===== config.mk =====
export PLATFORM = sky130hd
export DESIGN_NAME = rv32i_core
export DESIGN_NICKNAME = d
export VERILOG_FILES = /design/src/rtl/rv32i_core.sv
export SDC_FILE = /design/constraint.sdc
export NUM_CORES = 2
export LEC_CHECK = 0
export BUFFER_PORTS_ARGS = -buffer_cell sky130_fd_sc_hd__buf_4
export CAP_MARGIN = 5
export CORE_UTILIZATION = 35
export CTS_BUF_LIST = sky130_fd_sc_hd__clkbuf_2 sky130_fd_sc_hd__clkbuf_4 sky130_fd_sc_hd__clkbuf_8
export CTS_CLUSTER_SIZE = 12
export DETAILED_ROUTE_END_ITERATION = 10
export PLACE_DENSITY = 0.58
export SYNTH_ARGS = -nofsm -noshare
export SYNTH_HDL_FRONTEND = slang
export SYNTH_SLANG_ARGS = --single-unit

===== constraint.sdc =====
create_clock -name clk -period 7.7 [get_ports clk]
set_input_delay 0.385 -clock clk [delete_from_list [all_inputs] [get_ports clk]]
set_output_delay 0.385 -clock clk [all_outputs]
set_load 0.005 [all_outputs]

===== src/rtl/rv32i_core.sv =====
// Single-cycle RV32I integer core with an 8-bit byte-addressed PC.
// Instruction and data memories are external; all outputs except pc are combinational.

module rv32i_regfile (
    input  logic        clk,
    input  logic        rst,
    input  logic        we,
    input  logic [4:0]  waddr,
    input  logic [31:0] wdata,
    input  logic [4:0]  raddr_a,
    input  logic [4:0]  raddr_b,
    output logic [31:0] rdata_a,
    output logic [31:0] rdata_b
);
    logic [31:0] registers [0:31];

    always_ff @(posedge clk or negedge rst) begin
        if (!rst) begin
            for (int i = 0; i < 32; i++) begin
                registers[i] <= '0;
            end
        end else if (we && (waddr != 5'd0)) begin
            registers[waddr] <= wdata;
        end
    end

    assign rdata_a = (raddr_a == 5'd0) ? 32'd0 : registers[raddr_a];
    assign rdata_b = (raddr_b == 5'd0) ? 32'd0 : registers[raddr_b];
endmodule

module rv32i_core (
    input  logic        clk,
    input  logic        rst,
    input  logic [31:0] instruction,
    input  logic [31:0] mem_data,
    output logic [7:0]  pc,
    output logic [31:0] mem_addr,
    output logic        mem_write_enable,
    output logic [31:0] mem_write_data
);
    localparam logic [6:0] OP_LUI    = 7'b0110111;
    localparam logic [6:0] OP_AUIPC  = 7'b0010111;
    localparam logic [6:0] OP_JAL    = 7'b1101111;
    localparam logic [6:0] OP_JALR   = 7'b1100111;
    localparam logic [6:0] OP_BRANCH = 7'b1100011;
    localparam logic [6:0] OP_LOAD   = 7'b0000011;
    localparam logic [6:0] OP_STORE  = 7'b0100011;
    localparam logic [6:0] OP_IMM    = 7'b0010011;
    localparam logic [6:0] OP_REG    = 7'b0110011;

    logic [6:0]  opcode;
    logic [4:0]  rd, rs1, rs2;
    logic [2:0]  funct3;
    logic        alt;
    logic [31:0] imm_i, imm_s, imm_u;
    logic [7:0]  imm_b8, imm_j8;
    logic [31:0] rs1_val, rs2_val;
    logic [31:0] pc_ext, pc_link;
    logic [31:0] addr_i, addr_s, alu_res;
    logic [7:0]  next_pc;
    logic        rd_we, store_en;
    logic [31:0] rd_data;

    assign opcode = instruction[6:0];
    assign rd     = instruction[11:7];
    assign funct3 = instruction[14:12];
    assign rs1    = instruction[19:15];
    assign rs2    = instruction[24:20];
    assign alt    = instruction[30];

    assign imm_i  = {{20{instruction[31]}}, instruction[31:20]};
    assign imm_s  = {{20{instruction[31]}}, instruction[31:25], instruction[11:7]};
    assign imm_u  = {instruction[31:12], 12'd0};
    // Branch/jump targets wrap modulo 256, so only the low offset byte matters.
    assign imm_b8 = {instruction[27:25], instruction[11:8], 1'b0};
    assign imm_j8 = {instruction[27:21], 1'b0};

    function automatic logic [31:0] alu(input logic [31:0] a, input logic [31:0] b,
                                        input logic [2:0] f3, input logic sub,
                                        input logic arith);
        logic signed [31:0] sa, sb, sra_r;
        sa    = a;
        sb    = b;
        sra_r = sa >>> b[4:0];
        case (f3)
            3'd0:    alu = sub ? (a - b) : (a + b);
            3'd1:    alu = a << b[4:0];
            3'd2:    alu = (sa < sb) ? 32'd1 : 32'd0;
            3'd3:    alu = (a < b) ? 32'd1 : 32'd0;
            3'd4:    alu = a ^ b;
            3'd5:    alu = arith ? sra_r : (a >> b[4:0]);
            3'd6:    alu = a | b;
            default: alu = a & b;
        endcase
    endfunction

    function automatic logic branch_taken(input logic [31:0] a, input logic [31:0] b,
                                          input logic [2:0] f3);
        logic signed [31:0] sa, sb;
        sa = a;
        sb = b;
        case (f3)
            3'd0:    branch_taken = (a == b);
            3'd1:    branch_taken = (a != b);
            3'd4:    branch_taken = (sa < sb);
            3'd5:    branch_taken = (sa >= sb);
            3'd6:    branch_taken = (a < b);
            3'd7:    branch_taken = (a >= b);
            default: branch_taken = 1'b0;
        endcase
    endfunction

    function automatic logic [31:0] load_ext(input logic [31:0] word, input logic [1:0] off,
                                             input logic [2:0] f3);
        logic [31:0] s;
        s = word >> {off, 3'b000};
        case (f3)
            3'd0:    load_ext = {{24{s[7]}}, s[7:0]};
            3'd1:    load_ext = {{16{s[15]}}, s[15:0]};
            3'd4:    load_ext = {24'd0, s[7:0]};
            3'd5:    load_ext = {16'd0, s[15:0]};
            default: load_ext = word;
        endcase
    endfunction

    // Sub-word stores merge into the word currently read back from memory.
    function automatic logic [31:0] store_merge(input logic [31:0] word, input logic [31:0] src,
                                                input logic [1:0] off, input logic [2:0] f3);
        logic [31:0] mask;
        case (f3)
            3'd0:    mask = 32'h0000_00FF;
            3'd1:    mask = 32'h0000_FFFF;
            default: mask = 32'hFFFF_FFFF;
        endcase
        if (f3 == 3'd2) begin
            store_merge = src;
        end else begin
            store_merge = (word & ~(mask << {off, 3'b000})) | ((src & mask) << {off, 3'b000});
        end
    endfunction

    rv32i_regfile register_file_inst (
        .clk     (clk),
        .rst     (rst),
        .we      (rd_we),
        .waddr   (rd),
        .wdata   (rd_data),
        .raddr_a (rs1),
        .raddr_b (rs2),
        .rdata_a (rs1_val),
        .rdata_b (rs2_val)
    );

    assign pc_ext  = {24'd0, pc};
    assign pc_link = pc_ext + 32'd4;
    assign addr_i  = rs1_val + imm_i;
    assign addr_s  = rs1_val + imm_s;
    assign alu_res = alu(rs1_val, (opcode == OP_REG) ? rs2_val : imm_i, funct3,
                         (opcode == OP_REG) && alt, alt);

    always_comb begin
        next_pc        = pc + 8'd4;
        rd_we          = 1'b0;
        rd_data        = '0;
        store_en       = 1'b0;
        mem_addr       = alu_res;
        mem_write_data = rs2_val;
        case (opcode)
            OP_LUI: begin
                rd_we   = 1'b1;
                rd_data = imm_u;
            end
            OP_AUIPC: begin
                rd_we   = 1'b1;
                rd_data = pc_ext + imm_u;
            end
            OP_JAL: begin
                rd_we   = 1'b1;
                rd_data = pc_link;
                next_pc = pc + imm_j8;
            end
            OP_JALR: begin
                if (funct3 == 3'd0) begin
                    rd_we   = 1'b1;
                    rd_data = pc_link;
                    next_pc = {addr_i[7:1], 1'b0};
                end
            end
            OP_BRANCH: begin
                if (branch_taken(rs1_val, rs2_val, funct3)) begin
                    next_pc = pc + imm_b8;
                end
            end
            OP_LOAD: begin
                mem_addr = addr_i;
                if (funct3 inside {3'd0, 3'd1, 3'd2, 3'd4, 3'd5}) begin
                    rd_we   = 1'b1;
                    rd_data = load_ext(mem_data, addr_i[1:0], funct3);
                end
            end
            OP_STORE: begin
                mem_addr = addr_s;
                if (funct3 inside {3'd0, 3'd1, 3'd2}) begin
                    store_en       = 1'b1;
                    mem_write_data = store_merge(mem_data, rs2_val, addr_s[1:0], funct3);
                end
            end
            OP_IMM, OP_REG: begin
                rd_we   = 1'b1;
                rd_data = alu_res;
            end
            default: begin
            end
        endcase
    end

    assign mem_write_enable = store_en & rst;

    always_ff @(posedge clk or negedge rst) begin
        if (!rst) begin
            pc <= '0;
        end else begin
            pc <= next_pc;
        end
    end
endmodule


Yosys cells after proc, flatten, opt, wreduce, memory -nomap -nowiden
Cells that the tools add are included.
- flip-flop bits (word level): 1032
- bits in latches: 0
- bits in writable memories: 0
- memory bits (read-only): 0
- input bits: 66
- output and inout port bits: 73
- word-level logic and storage cells: 136
- memories kept: 0
- $add $sub $neg: 9
- multipliers: 0
- div/mod/pow operators: 0
- order comparisons: 10
- equal/unequal tests: 18
- shift operators: 6
- mux-type cells: 38
- bitwise gates (word level): 11
- reductions and logical operators: 11
- operators by type and width (operator ; count):
    1024-bit bitwise mux ; 1
    32-bit two-way mux ; 16
    32-bit binary-select mux with 5-bit select ; 2
    32-bit case mux with 7 select lines ; 1
    32-bit case mux with 6 select lines ; 1
    32-bit demux with 5-bit select ; 1
    32-bit < comparator ; 4
    32-bit case mux with 2 select lines ; 2
    32-bit case mux with 4 select lines ; 1
    32-bit adder ; 3
    32-bit bitwise AND ; 3
    32-bit by 5-bit << shifter with 32-bit output ; 3
    32-bit greater-or-equal comparator ; 2
    32-bit bitwise OR ; 2
    8-bit by 32-bit adder with 32-bit output ; 1
    32-bit equality test ; 1
    32-bit inequality test ; 1
    32-bit NOT ; 1
    32-bit by 5-bit right shift with 16-bit output ; 1
    32-bit by 5-bit right shift with 32-bit output ; 1
    32-bit by 5-bit >>> shifter with 32-bit output ; 1
    32-bit subtractor ; 1
    32-bit XOR ; 1
    8-bit case mux with 3 select lines ; 1
    other kinds (26) ; 51

Longest topological paths before layout
- depth in word-level cells: 13
- depth in mapped cells: 28
- depth with buffers taken out: 21

Cells and area by module
Synthesis repeated with hierarchy kept, for this count alone.
- cell total of the unflattened synthesis: 5978
- area total of the unflattened synthesis: 69663.1 µm²
- by module, submodules not included (module ; times used ; cells each ; area an instance (µm²)):
    rv32i_regfile ; 1 ; 3539 ; 54024.3
    rv32i_core ; 1 ; 2439 ; 15638.7

Worst setup path before layout
OpenSTA, ideal clock, no wires.
- path kind: input -> register
- start: input instruction[20]
- end: register register_file_inst.registers[286] (netlist bit)
- arrival time: 7.143 ns
- required time: 7.567 ns
- path slack: 0.424 ns
- stages: 24
- buffers on the path: 8
- cells stage by stage: buf_6 -> buf_6 -> buf_4 -> buf_4 -> clkbuf_1 -> clkbuf_1 -> buf_1 -> mux4_2 -> mux4_2 -> mux2i_1 -> nor2_1 -> inv_1 -> o21ai_0 -> ha_1 -> or4_1 -> or4_1 -> or4b_1 -> a31o_2 -> a2111oi_0 -> or3_1 -> o211ai_1 -> a221oi_2 -> buf_2 -> a21oi_1
- cells in the longest elaborated chain, start to end: 11
- RTL lines (what ; line ; text):
    from (decl) ; 34 ; input logic [31:0] instruction,
    5-bit NOT with 6-bit output (not written as such) ; 28 ; assign rdata_b = (raddr_b == 5'd0) ? 32'd0 : registers[raddr_b];
    32-bit binary-select mux with 5-bit select ; 28 ;
    32-bit two-way mux (not written as such) (2 in series) ; 28 ;
    32-bit two-way mux ; 28 ;
    32-bit two-way mux ; 158 ; assign alu_res = alu(rs1_val, (opcode == OP_REG) ? rs2_val : imm_i, funct3,
    32-bit adder (tied with other cells) ; 86 ; 3'd0: alu = sub ? (a - b) : (a + b);
    32-bit two-way mux (on tied branches) ; 86, 91 ;
    32-bit case mux with 7 select lines ; 85 ; case (f3)
    32-bit case mux with 6 select lines (*) ; 168 ; case (opcode)
    1024-bit bitwise mux (*) ; 23 ; registers[waddr] <= wdata;
    to (signal, indexed assignment) ; 23 ;
    to (decl) ; 15 ; logic [31:0] registers [0:31];
Every way passes the cells marked *; elsewhere a longest branch is shown, timed or not. The select of a mux whose other input is x is not followed.
A chain may end at the register's enable or synchronous reset.

Final worst setup path
- start: input instruction[21]
- end: output mem_addr[19]
- cells in the longest elaborated chain, start to end: 10
- RTL lines (what ; line ; text):
    5-bit NOT with 6-bit output (not written as such) ; 28 ;
    32-bit binary-select mux with 5-bit select ; 28 ;
    32-bit two-way mux (not written as such) (2 in series) ; 28 ;
    32-bit two-way mux ; 28 ;
    32-bit two-way mux ; 158 ;
    32-bit adder (tied with other cells) ; 86 ;
    32-bit two-way mux (on tied branches) ; 86, 91 ;
    32-bit case mux with 7 select lines ; 85 ;
    32-bit case mux with 2 select lines (*) ; 168 ;
    to (decl) ; 37 ; output logic [31:0] mem_addr,
Marks and branches as above.

==> summary.txt <==
Clock network
  – Reg clk slew, reported paths: about 0.05 ns
  – Postcts setup bufs: 0
  – Clk Latency, worst-skew pair: around 0.95 ns
  – Num CTS Buffers: between 150 and 200
  – Clock sinks: 1031
  – Root Driver: clkbuf_8
  – CTS Buffer Depth: 3
  – CTS tree: yes
  – H-tree depth: 4

Global route
  – Largest net degree at the start of global routing: 170
  – Vias in the first global route: 61000
  – Initial antenna violation count: 12
  – Global-route wire length before repair: 475.4 mm
  – GRT Overall Usage: 33.63%
  – GRT overflow: 0

Place
  – DP Wirelength: 244.9 mm
  – Worst slack, placed: 0.1022 ns
  – PortBufs: 137
  – RD Place Congestion: about 1.1

Worst setup path
  – CP startpoint kind: input port
  – R2r setup slk: 1.07 ns
  – CP max FO: 70
  – Crit. End Element: primary output
  – WP data required: 7.32 ns
  – Critical Path AT: between 7 and 8 ns
  – Critical path class: in2out

Layout
  – Share of post-route cells with drive strength above 1: 23.32%
  – Syn-to-layout area delta: 14.36%
  – Number of fill cells: 19140
  – Final Net Count: 7455

Die
  – Die X: 444.6 um
  – Core Area: a little under 200000 um^2
  – Die Ht: about 440 um
  – Ports: around 140
  – Starting density of the core: approximately a third
  – Die Area: a little under 200000 um^2
  – Row count: 162

Detailed routing
  – Detailed Routing Iterations Pass 1: 6
  – Initial DRC count: between 7000 and 8000
  – Drt drc: 0
  – Vias/cell: between 6 and 7
  – DR WL/cell: 33.81 um
  – Routed Antenna Nets: 0
  – Vias: 62760
  – Total wire length: 336.8 mm

Power and ir drop
  – Pleak: between 30 and 40 nW
  – PwrDens: 175.8 nW/um^2
  – Power Total: roughly 14 mW
  – Peak supply drop: 0.0001924 V

Synthesis
  – Syn Nets: 7327
  – Ys Warns: 0
  – Share of the synthesized area in the top cell type: 37.62%
  – EDFF count, synth: 0
  – Distinct cells, synth: ~100
  – Post-synth ARST share: 100.0%
  – Main flop type after synthesis: dfrtp_1
  – Mapped Avg Cell Area: 9.684 um^2
  – Post-synth top cells: 1031 x dfrtp_1, 993 x nand2_1, 907 x o21ai_0
  – Top cell type by total area after synthesis: dfrtp_1
  – Top cells by area, synth: dfrtp_1 38%, mux4_2 16%, o21ai_0 6.6%
  – Cells after synthesis: 7081
  – Most frequent cell after synthesis: dfrtp_1
  – Seq cells post-synth: 1031
  – Synthesized area: 68570 um^2
  – Share of the yosys chip area belonging to registers: a little under two fifths

STA
  – Final setup vio count: 0
  – Final worst path period share: between 90% and 100%
  – Slew margin rel.: 15.17%
  – Final max-slew violation count: 0
  – Unrepaired setup endpoints after global routing: no
  – Final hold vios: 0
  – Highest Clock Rate: 131.8 MHz
  – Post-layout min period: 7.588 ns
  – Worst slew pin tran: 1.268 ns
  – Setup ws final: 0.1121 ns
  – Clock skew: between 0.07 and 0.08 ns
  – Setup TNS: 0 ns

Hold path
  – Worst min path class: in2async

Outcome
  – Status: complete, no violations

Run
  – Max_cap viols: 0
[worst max-delay path, cell delays in order]
cell and delay, ns:
buf_8 0.48, buf_12 0.31, buf_4 0.32, mux4_2 0.33
a22o_1 0.18, a211oi_1 0.81, buf_4 0.28, o31a_2 0.21
inv_6 0.04, ha_1 0.26, buf_4 0.17, and3b_1 0.20
o211ai_1 0.27, a21boi_0 0.26, nor3_1 0.30, o311a_1 0.20
nor2_1 0.09, o31ai_1 0.50, a21oi_1 0.12, xnor2_1 0.22
o2111ai_1 0.35, nand2_1 0.23, o21ai_0 0.38, buf_4 0.18
[layout by cell type (no fill, tap or decap), drive strengths merged, types with 24 or more instances in the layout]
cell type | netlist | final
nand4 | 46 | 46
clkbuf | 498 | 259
clkinv | 6 | 28
nor4 | 32 | 32
xnor2 | 51 | 51
o31ai | 34 | 34
a211oi | 51 | 51
a21o | 61 | 61
o21ai | 923 | 923
o22ai | 69 | 69
ha | 176 | 176
mux2i | 229 | 229
nor3 | 64 | 64
buf | 175 | 632
o221ai | 28 | 28
nor2b | 27 | 27
dfrtp | 1031 | 1031
a22o | 25 | 25
a21oi | 540 | 540
a31oi | 40 | 40
inv | 139 | 146
mux4 | 496 | 496
nor2 | 557 | 557
a22oi | 43 | 43
nand2 | 994 | 994
nand3 | 78 | 78
o21bai | 34 | 34
a211o | 24 | 24
a221oi | 44 | 44
o211ai | 39 | 39
mux2 | 123 | 123
nand2b | 27 | 27
[logic make-up after synthesis]
family          after synthesis  synth area share [%]
buf+inv                     818                 5.134
compound gates             2181                 19.30
mux                         848                 21.68
flops                      1031                 37.62
fa+ha+maj                   180                 3.328
simple gates               1950                 12.01
xor+xnor                     72                0.9196
other cells                   1              0.005469
[timing repair]
item                                   in CTS  in global routing
gates resized for setup                     0                  3
endpoints found under the hold margin      45                  0
hold buffers                                2                  0
setup endpoints to repair                   0                  2
[sequential cells by signal, summed over array words and instances (netlist names)]
register / count
register_file_inst.registers: 1024
pc: 7
[per-layer routing]
metal  share of wire [%]  up-vias  track usage, %
li1                    -    26380               -
met1                  39    31840           43.65
met2                  45     3656           51.72
met3                 8.5      879           5.857
met4                 7.6        2           21.94
met5              0.0039        -               0
[path summary, 6_finish.rpt]
| path | start | end | cells past startpoint |
|---|---|---|---|
| setup / recovery | instruction[21] | mem_addr[19] | 24 |
| hold / removal | rst | register_file_inst.registers[696] | 2 |
| min in group clk | instruction[6] | pc[7] | 5 |
| max in group asynchronous | rst | register_file_inst.registers[479] | 4 |
| setup reg to reg | register_file_inst.registers[512] | register_file_inst.registers[589] | 17 |
| hold reg to reg | register_file_inst.registers[1010] | register_file_inst.registers[1010] | 0 |
[power breakdown]
part           switching [mW]  total, mW  internal [mW]
clock network            2.40       5.20           2.81
logic                    1.87       2.90           1.03
registers               0.141       5.68           5.54
[stage by stage]
step | cell area, um^2 | utilization (%) | hold slack, ns | cells
finish | 78420 | 40.26 | 0.06394 | 9961
global route | 78410 | 40.26 | 0.09185 | 9959
CTS | 78400 | 40.25 | 0.02307 | 9958
detailed placement | 74770 | 38.39 | 0.3639 | 9664
global placement | 74770 | 38.39 | 0.3648 | 9664
floorplan | 68570 | - | 0.08941 | 7081
[final cells by class]
| cell class | count | area, um^2 | area share, % |
|---|---|---|---|
| inverter | 145 | 549.3 | 0.7004 |
| tap | 2624 | 3283 | 4.187 |
| clock inverter | 33 | 354.1 | 0.4515 |
| multi-input combinational | 5232 | 39610 | 50.51 |
| timing repair buffer | 634 | 5560 | 7.091 |
| clock buffer | 259 | 3252 | 4.147 |
| sequential | 1031 | 25800 | 32.90 |
| antenna | 3 | 7.507 | 0.009573 |
Note: power is estimated with default switching activity, not from simulation.
